## src/rtl/clk_div_pkg.sv

```systemverilog
// Shared constants and integration helpers for the multi-channel clock divider.
package clk_div_pkg;

    localparam int SEL_W               = 4;
    localparam int DEFAULT_HALF_PERIOD = 25000;

    // Half-period in input-clock cycles for a requested output frequency,
    // rounded to nearest; 0 parks the channel when the target is unreachable.
    function automatic int unsigned calc_half_period(input int unsigned fin_hz,
                                                     input int unsigned fout_hz);
        longint unsigned num;
        longint unsigned den;
        if (fout_hz == 0) begin
            return 0;
        end
        num = longint'(fin_hz) + longint'(fout_hz);
        den = 2 * longint'(fout_hz);
        return int'(num / den);
    endfunction

endpackage

```

## src/rtl/clk_div_chan.sv

```systemverilog
// One divider channel: half-period counter, active/shadow divisor and registered COUT/TICK.
module clk_div_chan
    import clk_div_pkg::*;
#(
    parameter int CW         = 16,
    parameter int DEFAULT_HP = DEFAULT_HALF_PERIOD
) (
    input  logic          CIN,
    input  logic          RST,
    input  logic          EN,
    input  logic          WE,
    input  logic [CW-1:0] DATA,
    input  logic          SYNC,
    output logic          COUT,
    output logic          TICK,
    output logic          PEND
);

    localparam logic [CW-1:0] HP_RST = CW'(DEFAULT_HP);

    logic [CW-1:0] cnt_q, cnt_d;
    logic [CW-1:0] hp_q, hp_d;
    logic [CW-1:0] shd_q, shd_d;
    logic          pend_q, pend_d;
    logic          cout_q, cout_d;
    logic          tick_q, tick_d;
    logic          terminal;

    assign terminal = (cnt_q == (hp_q - CW'(1)));

    always_comb begin
        cnt_d  = cnt_q;
        hp_d   = hp_q;
        shd_d  = shd_q;
        pend_d = pend_q;
        cout_d = cout_q;
        tick_d = 1'b0;

        if (SYNC) begin
            cnt_d  = '0;
            cout_d = 1'b0;
            if (pend_q) begin
                hp_d   = shd_q;
                pend_d = 1'b0;
            end
        end else if (hp_q == '0) begin
            // Parked: outputs held low, but a pending divisor revives the channel at once.
            cnt_d  = '0;
            cout_d = 1'b0;
            if (pend_q) begin
                hp_d   = shd_q;
                pend_d = 1'b0;
            end
        end else if (EN) begin
            if (terminal) begin
                cnt_d  = '0;
                cout_d = ~cout_q;
                tick_d = ~cout_q;
                if (pend_q) begin
                    hp_d   = shd_q;
                    pend_d = 1'b0;
                end
            end else begin
                cnt_d = cnt_q + CW'(1);
            end
        end

        // A write lands after any reload above, so a same-cycle terminal or SYNC
        // consumes the old shadow and the new value stays pending.
        if (WE) begin
            shd_d  = DATA;
            pend_d = 1'b1;
        end
    end

    always_ff @(posedge CIN) begin
        if (RST) begin
            cnt_q  <= '0;
            hp_q   <= HP_RST;
            shd_q  <= HP_RST;
            pend_q <= 1'b0;
            cout_q <= 1'b0;
            tick_q <= 1'b0;
        end else begin
            cnt_q  <= cnt_d;
            hp_q   <= hp_d;
            shd_q  <= shd_d;
            pend_q <= pend_d;
            cout_q <= cout_d;
            tick_q <= tick_d;
        end
    end

    assign COUT = cout_q;
    assign TICK = tick_q;
    assign PEND = pend_q;

endmodule

```

## src/rtl/clk_div_multi.sv

```systemverilog
// NCH independent 50%-duty clock dividers sharing one divisor write port and a global phase sync.
module clk_div_multi
    import clk_div_pkg::*;
#(
    parameter int NCH        = 4,
    parameter int CW         = 16,
    parameter int DEFAULT_HP = DEFAULT_HALF_PERIOD
) (
    input  logic             CIN,
    input  logic             RST,
    input  logic [NCH-1:0]   EN,
    input  logic             DIV_WE,
    input  logic [SEL_W-1:0] DIV_SEL,
    input  logic [CW-1:0]    DIV_DATA,
    input  logic             SYNC,
    output logic [NCH-1:0]   COUT,
    output logic [NCH-1:0]   TICK,
    output logic [NCH-1:0]   PEND
);

    logic [NCH-1:0] we_chan;

    generate
        for (genvar gi = 0; gi < NCH; gi++) begin : g_chan
            // Selects at or above NCH match no channel and are dropped.
            assign we_chan[gi] = DIV_WE && (DIV_SEL == SEL_W'(gi));

            clk_div_chan #(
                .CW         (CW),
                .DEFAULT_HP (DEFAULT_HP)
            ) u_chan (
                .CIN  (CIN),
                .RST  (RST),
                .EN   (EN[gi]),
                .WE   (we_chan[gi]),
                .DATA (DIV_DATA),
                .SYNC (SYNC),
                .COUT (COUT[gi]),
                .TICK (TICK[gi]),
                .PEND (PEND[gi])
            );
        end
    endgenerate

endmodule

```

## config.mk

```make
export PLATFORM = sky130hd
export DESIGN_NAME = clk_div_multi
export DESIGN_NICKNAME = d
export VERILOG_FILES = /design/src/rtl/clk_div_pkg.sv /design/src/rtl/clk_div_chan.sv /design/src/rtl/clk_div_multi.sv
export SDC_FILE = /design/constraint.sdc
export NUM_CORES = 1
export LEC_CHECK = 0
export CORE_MARGIN = 2
export CORE_UTILIZATION = 67
export DETAILED_ROUTE_END_ITERATION = 12
export HOLD_SLACK_MARGIN = 0.15
export PLACE_DENSITY = 0.95
export SYNTH_ARGS = -nofsm -noshare
export SYNTH_HDL_FRONTEND = slang
export SYNTH_SLANG_ARGS = --single-unit
```

## constraint.sdc

```tcl
create_clock -name CIN -period 6.7 [get_ports CIN]
set_input_delay 1.34 -clock CIN [delete_from_list [all_inputs] [get_ports CIN]]
set_output_delay 1.34 -clock CIN [all_outputs]
set_load 0.01 [all_outputs]
```

[Word-level counts from Yosys, hierarchy flattened]
Cells that the tools add are included.
Widths: inputs -> output; s select.
Word-level totals
  flip-flop bits (word level): 204
  output and inout port bits: 12
  logic and storage cells: 140
Operators by class
  add/subtract/negate cells: 8
  equal/unequal tests: 7
  muxes and demuxes: 44
  bitwise logic cells: 12
  reductions and logical operators: 45
Operators with widths (number)
  $mux 16: 24
  $add 16x1->16 const B: 4
  $eq 16x16->1: 4
  $logic_not 16->1: 4
  $sub 16x1->16 const B: 4
  $reduce_bool 4->1: 8
  $reduce_and 2->1: 12
  $reduce_bool 3->1: 8
  $mux 1: 20
  $reduce_or 5->1: 4
  $not 1->1: 12
  $reduce_or 3->1: 4
  $eq 4x2->1 const B: 2
  $eq 4x1->1 const B: 1
  $logic_and 1x1->1: 4
  $logic_not 4->1: 1

[Depth between registers and ports, before layout]
  depth after elaboration: 7
  mapped depth: 11
  depth with buffers taken out: 9

[Hierarchy]
A second synthesis with hierarchy kept.
Second synthesis, totals
  cells, all modules: 1113
  area, all modules: 10580.1 µm²
Modules (own cells, without submodules)
  clk_div_chan: times used 4, cells each 277, area each 2628.8 µm², seq. area each 1021.0 µm²
  clk_div_multi: times used 1, cells each 5, area each 65.1 µm², seq. area each 0.0 µm²

[Least setup slack after synthesis]
No wires, ideal clock.
  path kind: register to register
  start: register g_chan[0].u_chan.hp_q[0]
  end: register g_chan[0].u_chan.hp_q[10]
  setup time: 72 ps
  data arrival time: 2824 ps
  required time: 6628 ps
  path slack: 3804 ps
  cell stages (with the launch flop): 12
  clock period less this slack: 2896 ps
  path through: dfxtp_1 -> inv_1 -> ha_1 -> nor3b_1 -> and2_1 -> buf_2 -> or4_1 -> o311ai_1 -> nand3_1 -> o41ai_4 -> buf_6 -> mux2i_1
Between the ends
  longest elaborated chain between the ends: 4
  elaborated cells on any way between the ends: 8
RTL lines
  start: declaration: line clk_div_chan.sv:22  | logic [CW-1:0] hp_q, hp_d;
  start signal: assignment: line clk_div_chan.sv:86  | hp_q <= hp_d;
  $sub 16x1->16: line clk_div_chan.sv:29  | assign terminal = (cnt_q == (hp_q - CW'(1)));
  $eq 16x16->1: line clk_div_chan.sv:29
  $reduce_bool 3->1 (no line)
  $reduce_and 2->1 (no line)
Parallel ways exist; a longest one is shown, timed or not.
A chain may end at the register's enable or synchronous reset.

[Worst setup path in the final report]
  start: register g_chan[2].u_chan.hp_q[0]
  end: register g_chan[2].u_chan.pend_q
Between the ends
  longest elaborated chain between the ends: 4
  elaborated cells on any way between the ends: 9
RTL lines
  start: declaration: line clk_div_chan.sv:22
  start signal: assignment: line clk_div_chan.sv:86
  $sub 16x1->16 or $logic_not 16->1 (tied branches): line clk_div_chan.sv:29, clk_div_chan.sv:46
  $eq 16x16->1 or $mux 1 (tied branches): line clk_div_chan.sv:29, clk_div_chan.sv:46
  $reduce_bool 4->1 (no line) or $mux 1 (tied branches)
  $reduce_and 2->1 (no line) or $mux 1 (tied branches)
  end signal: assignment: line clk_div_chan.sv:88  | pend_q <= pend_d;
  end: declaration: line clk_div_chan.sv:24  | logic pend_q, pend_d;
Parallel ways exist; a longest one is shown, timed or not.

==> reports/qor.csv <==
metric,value,unit
status,"finished, final reports clean",
Sink Count,204,
YS warnings,0,
CP Launch Type,register,
skew final,0.0157,ns
final period utilization,54.5,%
clk_lat worst skew,0.51,ns
sequential share of the synthesized area,36.0,%
peak supply drop,0.181,mV
"Data arrival, critical path",3.99,ns
DRC viols,0,
Post-synth EDFFs,0,
ANT nets after route,0,
Final HPWL DP,19500,um
Area after DPL,11600,um2
hold-fix buffers at CTS,0,
Critical path origin,g_chan[2].u_chan.hp_q[0],
final net count,1417,
Via density,6.46,
Critical Path RT,7.04,ns
Placeable Area,16600,um2
first-pass GRT wire length,47700,um
Crit path max-delay family,simple AND/OR/NAND/NOR gates,
"Clk pin slew, worst setup/hold paths",0.06,ns
Num CTS Buffers,22,
CTS root buf,clkbuf_16,
input/output buffers,39,
Crit Reg-Reg Startpoint,g_chan[2].u_chan.hp_q[0],
max incr delay on CP,0.86,ns
Finish-stage setup viols,0,
synth-to-layout area growth,8.71,%
Yosys top cell area share,36.0,%
number of global-route vias before repair,9835,
Final min period,3.65,ns
HP Start,g_chan[1].u_chan.shd_q[15],
fin util,74.4,%
buffers and inverters on the worst path,1,
Pleak,0.00408,uW
IO Count,40,
"Top FF cell, synth",dfxtp_1,
Synth Cell Area,11300,um2
initial antenna violation count,1,
FP Rows,47,
TritonRoute pass-1 iters,5,
synthesized flop and latch total,204,
DRT iter0 DRCs,1206,
largest net degree at the start of global routing,100,
endpoints failing hold,0,
critical path peak fanout,13,
Netlist cell types,79,
Die H,134,um
Synth area leader,dfxtp_1,
count of pins over their slew limit,0,
Setup crit end kind,register,
gr usage total,31.7,%
Setup Total Neg Slack,0,ns
die area,18000,um2
ranking of synthesized cells by area,"dfxtp_1 36%, nand2_1 6.7%, xor2_1 4.7%",
kind of critical path,register to register,
Fill cells,1178,
worst-margin pin slew,1.18,ns
Initial Util,68.4,%
Crit-path slowest cell,o21ai_1,
H-Tree Depth,1,
CTS tree,built,
most frequent cells in the layout,"204 x dfxtp_1, 202 x nand2_1, 107 x nor2_1, 77 x a21oi_1, 76 x nor3_1",
Pwr Density,210,nW/um2
Mapped Nets,1452,
GR Overflow Total,0,
Die Width,134,um
RSZ-0062 raised after global routing,false,
WL per Instance,17.8,um
Syn Area/Cell,8.01,um2
Mapped Cells,1416,
fraction of layout cells with a size suffix above 1,5.38,%
crit-path cells,inv_1 -> ha_1 -> nor3b_1 -> and3_1 -> o221ai_1 -> nor4_1 -> nand3_1 -> o21ai_1 -> o22ai_1,
Slew HR,21.3,%
number of post-CTS setup repair buffers,0,
"commonest non-fill, non-tap cell in the layout",dfxtp_1,
max-cap viol count,0,
vias,10400,
final instance area,12300,um2
Max Clock Freq,0.274,GHz
CTS resizes,0,
Hold WC Path Type,register to register,
CTS max path bufs,3,
routability cong.,0.953,
DRT Wirelength,28800,um
fraction of registers with async set/reset,0,%
flip-flops by register name, indices dropped and copies added, names as in the netlist:
signal / count
g_chan.u_chan.COUT: 4
g_chan.u_chan.PEND: 4
g_chan.u_chan.TICK: 4
g_chan.u_chan.cnt_q: 64
g_chan.u_chan.hp_q: 64
g_chan.u_chan.shd_q: 64
path summary, 6_finish.rpt:
check | endpoint | cells after the start | slack (ns)
worst max register to register | g_chan[2].u_chan.PEND | 9 | 3.05
worst max-delay path | g_chan[2].u_chan.PEND | 9 | 3.05
worst min register to register | g_chan[1].u_chan.shd_q[15] | 2 | 0.46
worst min-delay path | g_chan[1].u_chan.shd_q[15] | 2 | 0.46
power by group:
| group | switching, uW | total, uW | internal [uW] |
|---|---|---|---|
| Clock | 510 | 1260 | 750 |
| Combinational | 64.7 | 100 | 35.7 |
| Sequential | 7.21 | 1230 | 1220 |
worst reg2reg max path: cells and delay by family (launching register included):
kind,cells,cell delay (ns)
AOI/OAI and AO/OA,3,1.14
adders and majority gates,1,0.29
buffers and inverters,1,0.13
DFF,1,0.40
and+or+nand+nor,4,1.51
per-layer routing:
metal,vias to the layer above,global-route usage (%),part of all wire [%]
li1,4946,-,-
met2,449,54.3,48
met4,0,12.9,4.0
met3,111,4.88,6.9
met5,-,0,0
met1,4926,40.1,41
through the flow:
step           hold WS [ns]  worst slack (ns)  power, uW  instances
2_1_floorplan         0.431              3.80       1310       1416
3_3_place_gp          0.442              3.19       1350       1577
3_5_place_dp          0.448              3.05       1350       1577
4_1_cts               0.457              3.13       2600       1615
5_1_grt               0.477              2.79       2660       1616
6_report              0.461              3.05       2590       1616
area by class of cell:
| class | instances | area, um2 | area share (%) |
|---|---|---|---|
| inverter | 37 | 139 | 1.13 |
| antenna | 1 | 2.50 | 0.0203 |
| clock buffer | 27 | 631 | 5.11 |
| tap | 220 | 275 | 2.23 |
| sequential | 204 | 4080 | 33.1 |
| timing repair buffer | 45 | 433 | 3.51 |
| clock inverter | 11 | 126 | 1.02 |
| multi-input combinational | 1071 | 6650 | 53.9 |
cell families after synthesis:
group	Yosys count	share of synthesized area, %
muxes	35	3.09
adders and majority gates	8	0.882
AOI/OAI and AO/OA	226	14.8
and+or+nand+nor	695	31.5
buffers and inverters	141	5.45
DFF	204	36.0
xor gates and xnor gates	107	8.26
synthesized netlist by cell type (all sizes together) (10+ instances only):
| cell type | n |
|---|---|
| nor2 | 107 |
| nand2 | 202 |
| or3 | 20 |
| nor3b | 12 |
| clkbuf | 74 |
| o21ai | 22 |
| inv | 35 |
| xnor2 | 46 |
| a31oi | 10 |
| o311ai | 11 |
| nand3b | 36 |
| xor2 | 61 |
| buf | 30 |
| a21oi | 78 |
| nand2b | 75 |
| nor4 | 24 |
| dfxtp | 204 |
| and3 | 24 |
| or4 | 15 |
| nand4 | 29 |
| o31ai | 11 |
| nor3 | 78 |
| mux2i | 35 |
| nand3 | 38 |
| o32ai | 19 |
No activity file was read; power rests on OpenSTA's default activity.
